File: config.mk
export PLATFORM = sky130hd
export DESIGN_NAME = program_loader
export DESIGN_NICKNAME = d
export VERILOG_FILES = /design/src/rtl/program_loader.sv
export SDC_FILE = /design/constraint.sdc
export NUM_CORES = 1
export LEC_CHECK = 0
export ABC_AREA = 1
export BUFFER_PORTS_ARGS = -buffer_cell sky130_fd_sc_hd__buf_2
export CORE_MARGIN = 1.5
export CORE_UTILIZATION = 49
export DETAILED_ROUTE_END_ITERATION = 10
export GPL_ROUTABILITY_DRIVEN = 0
export PLACE_DENSITY = 0.7
export SYNTH_ARGS = -nofsm -noshare
export SYNTH_HDL_FRONTEND = slang
export SYNTH_SLANG_ARGS = --single-unit
File: constraint.sdc
create_clock -name clk -period 2.45 [get_ports clk]
set_input_delay 0.1225 -clock clk [delete_from_list [all_inputs] [get_ports clk]]
set_output_delay 0.1225 -clock clk [all_outputs]
set_load 0.03 [all_outputs]
File: src/rtl/program_loader.sv
// program_loader: receives a framed byte stream (length, opcode/literal pairs, XOR checksum)
// and writes 15-bit instructions from address 0, holding the CPU in reset until a clean load.
`default_nettype none

module program_loader (
  input  logic        clk,
  input  logic        reset,
  input  logic        start,
  input  logic        in_valid,
  input  logic [7:0]  in_data,
  output logic        in_ready,
  output logic        im_we,
  output logic [7:0]  im_addr,
  output logic [14:0] im_wdata,
  output logic        cpu_hold,
  output logic        busy,
  output logic        done,
  output logic        error,
  output logic [8:0]  words_loaded
);

  typedef enum logic [2:0] {
    IDLE = 3'd0,
    LEN  = 3'd1,
    HI   = 3'd2,
    LO   = 3'd3,
    CSUM = 3'd4,
    DONE = 3'd5,
    ERR  = 3'd6
  } state_t;

  state_t      state_q, state_d;
  logic [7:0]  len_q, len_d;
  logic [6:0]  opcode_q, opcode_d;
  logic [7:0]  csum_q, csum_d;
  logic [7:0]  addr_q, addr_d;
  logic [8:0]  words_q, words_d;
  logic        im_we_q, im_we_d;
  logic [7:0]  im_addr_q, im_addr_d;
  logic [14:0] im_wdata_q, im_wdata_d;
  logic        in_ready_q, in_ready_d;
  logic        busy_q, busy_d;
  logic        cpu_hold_q, cpu_hold_d;
  logic        done_q, done_d;
  logic        error_q, error_d;

  logic        xfer;
  logic [8:0]  target;
  logic        active_d;

  assign xfer   = in_valid & in_ready_q;
  // A length byte of zero encodes a full 256-word image.
  assign target = (len_q == 8'd0) ? 9'd256 : {1'b0, len_q};

  always_comb begin
    state_d    = state_q;
    len_d      = len_q;
    opcode_d   = opcode_q;
    csum_d     = csum_q;
    addr_d     = addr_q;
    words_d    = words_q;
    im_we_d    = 1'b0;
    im_addr_d  = im_addr_q;
    im_wdata_d = im_wdata_q;

    case (state_q)
      IDLE, DONE, ERR: begin
        if (start) begin
          state_d = LEN;
          words_d = 9'd0;
          addr_d  = 8'd0;
          csum_d  = 8'd0;
        end
      end
      LEN: begin
        if (xfer) begin
          len_d   = in_data;
          csum_d  = csum_q ^ in_data;
          state_d = HI;
        end
      end
      HI: begin
        if (xfer) begin
          if (in_data[7]) begin
            state_d = ERR;
          end else begin
            opcode_d = in_data[6:0];
            csum_d   = csum_q ^ in_data;
            state_d  = LO;
          end
        end
      end
      LO: begin
        if (xfer) begin
          csum_d     = csum_q ^ in_data;
          im_we_d    = 1'b1;
          im_addr_d  = addr_q;
          im_wdata_d = {opcode_q, in_data};
          addr_d     = addr_q + 8'd1;
          words_d    = words_q + 9'd1;
          state_d    = (words_q + 9'd1 == target) ? CSUM : HI;
        end
      end
      CSUM: begin
        if (xfer) begin
          state_d = (in_data == csum_q) ? DONE : ERR;
        end
      end
      default: state_d = IDLE;
    endcase

    // Status flags are derived from the next state so they register alongside it.
    active_d   = (state_d == LEN) || (state_d == HI) || (state_d == LO) || (state_d == CSUM);
    in_ready_d = active_d;
    busy_d     = active_d;
    cpu_hold_d = (state_d != DONE);
    done_d     = (state_d == DONE);
    error_d    = (state_d == ERR);
  end

  always_ff @(posedge clk or negedge reset) begin
    if (!reset) begin
      state_q    <= IDLE;
      len_q      <= 8'd0;
      opcode_q   <= 7'd0;
      csum_q     <= 8'd0;
      addr_q     <= 8'd0;
      words_q    <= 9'd0;
      im_we_q    <= 1'b0;
      im_addr_q  <= 8'd0;
      im_wdata_q <= 15'd0;
      in_ready_q <= 1'b0;
      busy_q     <= 1'b0;
      cpu_hold_q <= 1'b1;
      done_q     <= 1'b0;
      error_q    <= 1'b0;
    end else begin
      state_q    <= state_d;
      len_q      <= len_d;
      opcode_q   <= opcode_d;
      csum_q     <= csum_d;
      addr_q     <= addr_d;
      words_q    <= words_d;
      im_we_q    <= im_we_d;
      im_addr_q  <= im_addr_d;
      im_wdata_q <= im_wdata_d;
      in_ready_q <= in_ready_d;
      busy_q     <= busy_d;
      cpu_hold_q <= cpu_hold_d;
      done_q     <= done_d;
      error_q    <= error_d;
    end
  end

  assign in_ready     = in_ready_q;
  assign im_we        = im_we_q;
  assign im_addr      = im_addr_q;
  assign im_wdata     = im_wdata_q;
  assign cpu_hold     = cpu_hold_q;
  assign busy         = busy_q;
  assign done         = done_q;
  assign error        = error_q;
  assign words_loaded = words_q;

endmodule

`default_nettype wire

== Word level (Yosys, flattened, before mapping) ==
Index checks and enable logic that the tools add are counted.

* Register bits after elaboration: 71
* Output and inout port bits: 38

* $add $sub $neg: 2
* Eq/ne operators: 20
* Muxes and demuxes: 22
* Bitwise logic cells: 3
* Reductions and logical operators: 14

{| class="wikitable"
|+ Operators by type and width
! cell !! number
|-
| 8-bit 2-to-1 mux || 5
|-
| 9-bit 2-to-1 mux || 3
|-
| 8-bit case mux with 3 select lines || 1
|-
| 3-bit 2-to-1 mux || 7
|-
| 3-bit equality test (second input constant) || 6
|-
| 9-bit case mux with 2 select lines || 1
|-
| 8-bit case mux with 2 select lines || 1
|-
| 3-bit case mux with 5 select lines || 1
|-
| 3-bit by 2-bit equality test with 1-bit output (second input constant) || 4
|-
| 9-bit by 1-bit adder with 9-bit output (second input constant) || 1
|-
| 9-bit equality test || 1
|-
| 8-bit by 1-bit adder with 8-bit output (second input constant) || 1
|-
| 8-bit equality test || 1
|-
| 8-bit zero test || 1
|-
| 2-bit inequality test (second input constant) || 4
|-
| 8-bit bitwise XOR || 1
|-
| 3-bit by 1-bit equality test with 1-bit output (second input constant) || 2
|-
| 3-bit AND reduction || 2
|-
| 5-bit AND reduction || 1
|-
| 2-bit AND reduction || 2
|-
| 3-bit zero test || 1
|-
| 1-bit logical OR || 3
|-
| 3-bit inequality test (second input constant) || 1
|-
| 3-bit nonzero test || 1
|-
| 8 further kinds || 9
|}

== Longest topological paths before layout ==
Gate-level depths: netlist of run 1.

* Depth after elaboration: 10
* Depth in mapped cells: 15

== Worst setup path before layout of run 1 ==
Ideal clock, no wire load.

* Path kind: reg2reg
* Start point: reg words_q[1], in the netlist words_loaded[1]
* End point: reg busy_q, in the netlist busy
* Setup time: 117 ps
* Data arrival time: 1,829 ps
* Data required time: 2,333 ps
* Slack: 504 ps
* Cell stages (with the launch flop): 15
* Period minus slack after synthesis: 1,946 ps
* Path through: dfrtp_1 > ha_1 > nand2_2 > o21ai_0 > nand2_1 > nand2_1 > nand3_1 > nor2_1 > nand3_1 > nand2_1 > nand2_1 > nand2_1 > nand3_1 > nand2_1 > nand2_1

* Cells in the longest elaborated chain, start to end: 9
* Elaborated cells between the ends (all ways): 12

{| class="wikitable"
|+ Ends and longest elaborated chain
! item !! RTL line !! text
|-
| start: declaration || 37 || <nowiki>logic [8:0] words_q, words_d;</nowiki>
|-
| start signal: assignment || 143 || <nowiki>words_q <= words_d;</nowiki>
|-
| 9-bit by 1-bit adder with 9-bit output * || 101 || <nowiki>state_d = (words_q + 9'd1 == target) ? CSUM : HI;</nowiki>
|-
| 9-bit equality test * || 101 ||
|-
| 3-bit 2-to-1 mux * || 101 ||
|-
| 3-bit 2-to-1 mux * || 94 || <nowiki>if (xfer) begin</nowiki>
|-
| 3-bit case mux with 5 select lines * || 66 || <nowiki>case (state_q)</nowiki>
|-
| 3-bit by 1-bit equality test with 1-bit output / 3-bit by 2-bit equality test with 1-bit output (equally long branches) || 113 || <nowiki>active_d = (state_d == LEN) || (state_d == HI) || (state_d == LO) || (state_d == CSUM);</nowiki>
|-
| 1-bit logical OR (2 in series) || 113 ||
|-
| 1-bit logical OR * || 113 ||
|-
| via active_d || 49 || <nowiki>logic active_d;</nowiki>
|-
| end signal: assignment || 148 || <nowiki>busy_q <= busy_d;</nowiki>
|-
| end: declaration || 42 || <nowiki>logic busy_q, busy_d;</nowiki>
|}

The timed path passes the listed nets; every way through them passes the cells marked *.
A chain may end at the register's enable or synchronous reset.

== Worst setup path after layout of run 1 ==
* Start point: reg words_q[0], in the netlist words_loaded[0]
* End point: reg busy_q, in the netlist busy

Same word-level chain as after synthesis.

==> run_results.csv, run 1 <==
group,metric,value,unit
synthesis,yosysSeqAreaShare,52.1,%
sta,min_period_over_period,84.1,%
final_layout,multi_input_comb_area,1370,um2
placed_design,dp_hpwl,5320,um
clock_tree,clkTransAtPathRegs,0.08,ns
outcome,status,"complete, no violations",
synthesis,netlist_area,3410,um2
final_layout,utilization,59.6,%
global_route,grt_overflow_total,0,
setup_path,crit_type,"flip-flop to flip-flop",
clock_tree,htree_levels,3,
drt,final_antenna_net_count,0,
global_route,grt_first_pass_wirelength,12800,um
floorplanning,die_w,86.4,um
run,cap_viol_max_count,0,
clock_tree,cts_tree,"built",
pwr,p_per_area,1290,nW/um2
drt,vias_per_cell,5.12,
sta,relSlewSlack,60.6,%
setup_path,critPathRequiredTime,2.69,ns
hold_path,hold_path.class,"primary input to flip-flop",
setup_path,cp-start-kind,"flip-flop",
pwr,p_leak,0.00211,uW
setup_path,crit_fanout,5,
drt,drc,0,
drt,dr.pass1.iters,4,
floorplanning,rows,30,
final_layout,fillers,600,
final_layout,seq_area,1780,um2
final_layout,nets,488,
sta,holdWs,0.0380,ns
final_layout,syn2layout_area_growth,18.0,%
floorplanning,start_util,50.5,%
final_layout,layout_commonest_cell,"nand2_1",
sta,finalClockSkew,0.0133,ns
drt,wire_per_inst,13.4,um
global_route,antenna_found_initial,0,
sta,tightest_slew,0.591,ns
pwr,ir_drop,0.779,mV
final_layout,antennaDiodeCount,0,
drt,wl,7470,um
floorplanning,die-height,86.4,um
clock_tree,cts_buffers,9,
global_route,grt_max_degree,72,
final_layout,final_cell_mix,"116 x nand2_1, 70 x dfrtp_1, 56 x inv_1",
synthesis,yosysUniqueCellTypes,35,
floorplanning,dieArea,7470,um2
sta,setup_viol,0,
sta,fin_crit,2.06,ns
global_route,grt_pass1_vias,2838,
sta,fmax,0.485,GHz
placed_design,io_buffers,49,
global_route,grt_usage,22.0,%
synthesis,synthesis.nets,432,
setup_path,cp-end-kind,"flip-flop",
clock_tree,ctsResizeCount,0,
setup_path,crit_arrival,2.30,ns
sta,tns,0,ns
synthesis,yosys_warnings,0,
drt,vias,2863,
sta,drv_slew,0,
synthesis,synthCells,418,
synthesis,synth_seq_cells,71,
floorplanning,io_pins,50,
sta,rsz0062_at_grt,"no",
floorplanning,core-area,6760,um2
pwr,p_total,5180,uW
final_layout,layout-drive-gt1-share,19.4,%
sta,hold_viol,0,
drt,drtIter0Drc,157,
clock_tree,clk_latency,0.35,ns
synthesis,syn_avg_cell_area,8.16,um2
clock_tree,clock_sinks,71,
clock_tree,cts_buffer_depth,2,
clock_tree,cts-root-buf,"clkbuf_8",
through the flow:
stage | area (um2) | setup slack [ns] | cells
2_1_floorplan | 3410 | 0.504 | 418
3_3_place_gp | 3760 | 0.558 | 542
5_1_grt | 4030 | 0.146 | 559
6_report | 4030 | 0.389 | 559
3_5_place_dp | 3760 | 0.427 | 542
4_1_cts | 4030 | 0.407 | 559
synthesized netlist by cell type:
master    instances  share of area [%]
buf_2             1               0.15
nor3_1            7                1.0
mux2_2            2               0.66
nand2_1         116                 13
xor2_1            7                1.8
nor3_2            1               0.29
nand3_1          32                4.7
nand2_4           1               0.33
nor2_2            3               0.55
inv_2             3               0.33
ha_1              2               0.73
inv_1            56                6.2
dfstp_2           1               0.77
nand4_1           2               0.37
dfrtp_1          70                 51
nor2_1           28                3.1
nand2_2           4               0.73
nand4_2           1               0.37
clkbuf_1          8               0.88
o22ai_1           2               0.37
o21bai_1          2               0.44
a21oi_2           1               0.26
a31oi_1           1               0.18
and2_1            2               0.37
nand3_2           2               0.59
o21ai_2           1               0.26
xnor2_1           4                1.0
a311oi_1          1               0.26
o21ai_0          46                6.7
nor3b_1           1               0.22
nor2_4            3               0.99
a21boi_0          1               0.22
a21oi_1           4               0.59
a22o_1            1               0.26
buf_4             1               0.22
what timing repair did:
item	4_1_cts	5_1_grt
endpoints found under the hold margin	70	0
hold buffers	1	0
setup buffers	0	0
metal layers:
layer	wire length, um	part of all wire [%]	vias to the layer above	global-route usage, %
met5	0	0	-	0
met4	137	1.8	0	7.62
met3	349	4.7	15	5.52
met2	3450	46	67	35.4
met1	3530	47	1347	29.0
li1	-	-	1434	-
power by group:
group          total [uW]  switching (uW)  leakage [uW]  internal [uW]
registers            1840             254      0.000922           1590
logic                2180            1490       0.00107            686
clock network        1160             474      0.000126            690
total                5180            2220       0.00211           2960
worst max-delay path, stage by stage, from the launching register on:
cell and delay, ns:
dfrtp_1 0.44, ha_1 0.25, nand2_2 0.12, o21ai_0 0.24, nand2_1 0.11, nand2_1 0.07
nand3_1 0.06, nor2_1 0.14, nand3_1 0.10, nand2_1 0.07, nand2_1 0.05, nand2_1 0.09
nand3_1 0.08, nand2_1 0.08, nand2_1 0.05
path summary, 6_finish.rpt:
kind / startpoint / end / slack [ns] / depth (start not counted)
setup / recovery: words_loaded[0]$_DFFE_PN0P_ / busy$_DFF_PN0_ / 0.39 / 14
hold / removal: in_data[6] / len_q[6]$_DFFE_PN0P_ / 0.04 / 3
setup reg to reg: words_loaded[0]$_DFFE_PN0P_ / busy$_DFF_PN0_ / 0.39 / 14
hold reg to reg: im_addr[7]$_DFFE_PN0P_ / im_addr[7]$_DFFE_PN0P_ / 0.47 / 2
max in group asynchronous: reset / cpu_hold$_DFF_PN1_ / 1.77 / 3
min in group asynchronous: reset / words_loaded[4]$_DFFE_PN0P_ / 0.34 / 3
cell type report:
type | count | share of cell area, %
Timing Repair Buffer | 55 | 7.58
Sequential cell | 71 | 44.2
Multi-Input combinational cell | 278 | 34.0
Clock inverter | 7 | 3.17
Inverter | 59 | 5.50
Tap cell | 80 | 2.49
Clock buffer | 9 | 3.08
registers in the layout, indices dropped and copies added, names as in the netlist, 3 cells and up:
register	count
im_wdata	15
words_loaded	9
addr_q	8
csum_q	8
im_addr	8
len_q	8
opcode_q	7
state_q	3
kinds of logic after synthesis:
group	after synthesis	share of synthesized area, %
adder cells (fa/ha/maj)	2	0.733
buffers and inverters	69	7.74
multiplexers	2	0.660
AO/OA/AOI/OAI	60	9.57
XOR/XNOR	11	2.82
flip-flops	71	52.1
AND/OR/NAND/NOR	203	26.4
(Power assumes the default switching activity.)
==> inputs of run 2 (changes only) <==
==> constraint.sdc (replaced) <==
create_clock -name clk -period 2 [get_ports clk]
set_input_delay 0.1 -clock clk [delete_from_list [all_inputs] [get_ports clk]]
set_output_delay 0.1 -clock clk [all_outputs]
set_load 0.03 [all_outputs]
==> run_results.csv, run 2 (synthesized netlist as in run 1, its figures left out) <==
group,metric,value,unit
floorplanning,dieArea,7470,um2
hold_path,hold_path.class,"primary input to flip-flop",
floorplanning,rows,30,
placed_design,placed_cell_area,3790,um2
clock_tree,cts_buffers,9,
drt,vias_per_cell,5.01,
run,cap_viol_max_count,0,
floorplanning,io_pins,50,
setup_path,cp-start-kind,"flip-flop",
sta,tightest_slew,0.633,ns
final_layout,syn2layout_area_growth,19.4,%
sta,layout_setup_ws,0.119,ns
floorplanning,die_w,86.4,um
setup_path,crit_top_cell,"nand2_1",
pwr,p_leak,0.00213,uW
final_layout,antennaDiodeCount,0,
clock_tree,cts_buffer_depth,2,
setup_path,critPathRequiredTime,2.24,ns
clock_tree,cts_tree,"built",
clock_tree,htree_levels,3,
global_route,grt_overflow_total,0,
clock_tree,clk_latency,0.35,ns
global_route,antenna_found_initial,0,
setup_path,cp-end-kind,"flip-flop",
sta,relSlewSlack,57.5,%
clock_tree,clkTransAtPathRegs,0.07,ns
hold_path,hold_start,"in_data[6]",
final_layout,largest_register_ffs,15,
final_layout,nets,493,
sta,hold_viol,0,
global_route,grt_pass1_vias,2727,
sta,finalClockSkew,0.00487,ns
sta,setup_viol,0,
placed_design,dp_hpwl,5390,um
pwr,ir_drop,0.829,mV
outcome,status,"complete, no violations",
drt,drtIter0Drc,138,
sta,rsz0062_at_grt,"yes",
setup_path,crit_family,"simple AND/OR/NAND/NOR gates",
drt,wire_per_inst,13.1,um
drt,final_antenna_net_count,0,
sta,fmax,0.532,GHz
floorplanning,core-area,6760,um2
sta,drv_slew,0,
setup_path,r2r_start,"words_loaded[0]$_DFFE_PN0P_",
drt,dr.pass1.iters,4,
final_layout,final_cell_mix,"112 x nand2_1, 70 x dfrtp_1, 56 x inv_1",
setup_path,crit_fanout,4,
placed_design,dp_slack,0.113,ns
global_route,grt_usage,21.6,%
setup_path,crit_arrival,2.13,ns
setup_path,cp_num_buf_inv,2,
sta,min_period_over_period,94.0,%
setup_path,crit_type,"flip-flop to flip-flop",
sta,fin_crit,1.88,ns
drt,drc,0,
drt,wl,7370,um
setup_path,max_stage_delay,0.41,ns
setup_path,cp_cell_sequence,"buf_4 -> inv_1 -> nand2_1 -> nand2_1 -> nand2_1 -> nor2_1 -> nand3_1 -> nor2_2 -> nand3_1 -> nand2_1 -> nand2_1 -> nand2_2 -> nand3_2 -> nand2_1 -> nand2_1",
drt,vias,2826,
floorplanning,start_util,50.5,%
pwr,p_per_area,1520,nW/um2
floorplanning,die-height,86.4,um
global_route,grt_first_pass_wirelength,12300,um
clock_tree,clock_sinks,71,
global_route,grt_max_degree,72,
sta,holdWs,0.0118,ns
clock_tree,cts-root-buf,"clkbuf_8",
setup_path,crit_start,"words_loaded[0]$_DFFE_PN0P_",
final_layout,layout_commonest_cell,"nand2_1",
setup_path,slowest_stage,"dfrtp_1",
placed_design,io_buffers,49,
final_layout,layout-drive-gt1-share,22.9,%
final_layout,utilization,60.3,%
final_layout,final_area,4080,um2
-- run 2: cell types whose count changed in the layout (fill, tap and decap cells not counted), sizes merged --
cell and delta:
clkinv -1, bufinv -2, clkinvlp +2, clkbuf +1
buf +5
-- run 2: metrics by stage --
stage / TNS [ns] / instances / power, uW
detailed placement: 0 / 546 / 4990
global placement: 0 / 546 / 4930
global route: -0.0706 / 564 / 6720
finish: 0 / 564 / 6210
CTS: 0 / 563 / 6180
floorplan: 0 / 418 / 4230
-- run 2: metal layers --
metal  routed length, um  share of wire (%)  GRT usage (%)
met1                3440                 47           28.3
met2                3470                 47           34.4
met3                 302                4.1           4.29
met5                   0                  0              0
met4                 153                2.1           10.3
-- run 2: worst paths after layout --
kind | endpoint | slack (ns) | cells past startpoint
setup / recovery | busy$_DFF_PN0_ | 0.12 | 15
hold / removal | len_q[6]$_DFFE_PN0P_ | 0.01 | 3
setup reg to reg | busy$_DFF_PN0_ | 0.12 | 15
hold reg to reg | im_addr[7]$_DFFE_PN0P_ | 0.47 | 2
max in group asynchronous | cpu_hold$_DFF_PN1_ | 1.36 | 3
min in group asynchronous | words_loaded[2]$_DFFE_PN0P_ | 0.30 | 3
-- run 2: repair_timing --
action                     CTS  global route
setup endpoints to repair    0             6
hold endpoints to repair    70             0
setup buffers                0             1
hold buffers                 1             0
resized for setup            0            19
-- run 2: report_power, final --
group | leakage (uW) | total (uW) | switching, uW | internal [uW]
clock network | 0.0000993 | 1180 | 562 | 616
logic | 0.00111 | 2790 | 1870 | 922
registers | 0.000922 | 2250 | 304 | 1940
total | 0.00213 | 6210 | 2730 | 3480
-- run 2: final cells by class --
class | count | area (um2)
flip-flops and latches | 71 | 1780
repair buffers | 60 | 343
multi-input cells | 278 | 1430
fillers | 611 | 2680
clock inverters | 6 | 67.6
clock buffers | 10 | 138
inverters | 59 | 224
well taps | 80 | 100
-- run 2: worst reg2reg max path: stages (launching register included) --
cell and delay [ns]:
dfrtp_1 0.41, buf_4 0.16, inv_1 0.13, nand2_1 0.07, nand2_1 0.07, nand2_1 0.05
nor2_1 0.13, nand3_1 0.11, nor2_2 0.13, nand3_1 0.09, nand2_1 0.07, nand2_1 0.07
nand2_2 0.10, nand3_2 0.06, nand2_1 0.08, nand2_1 0.04
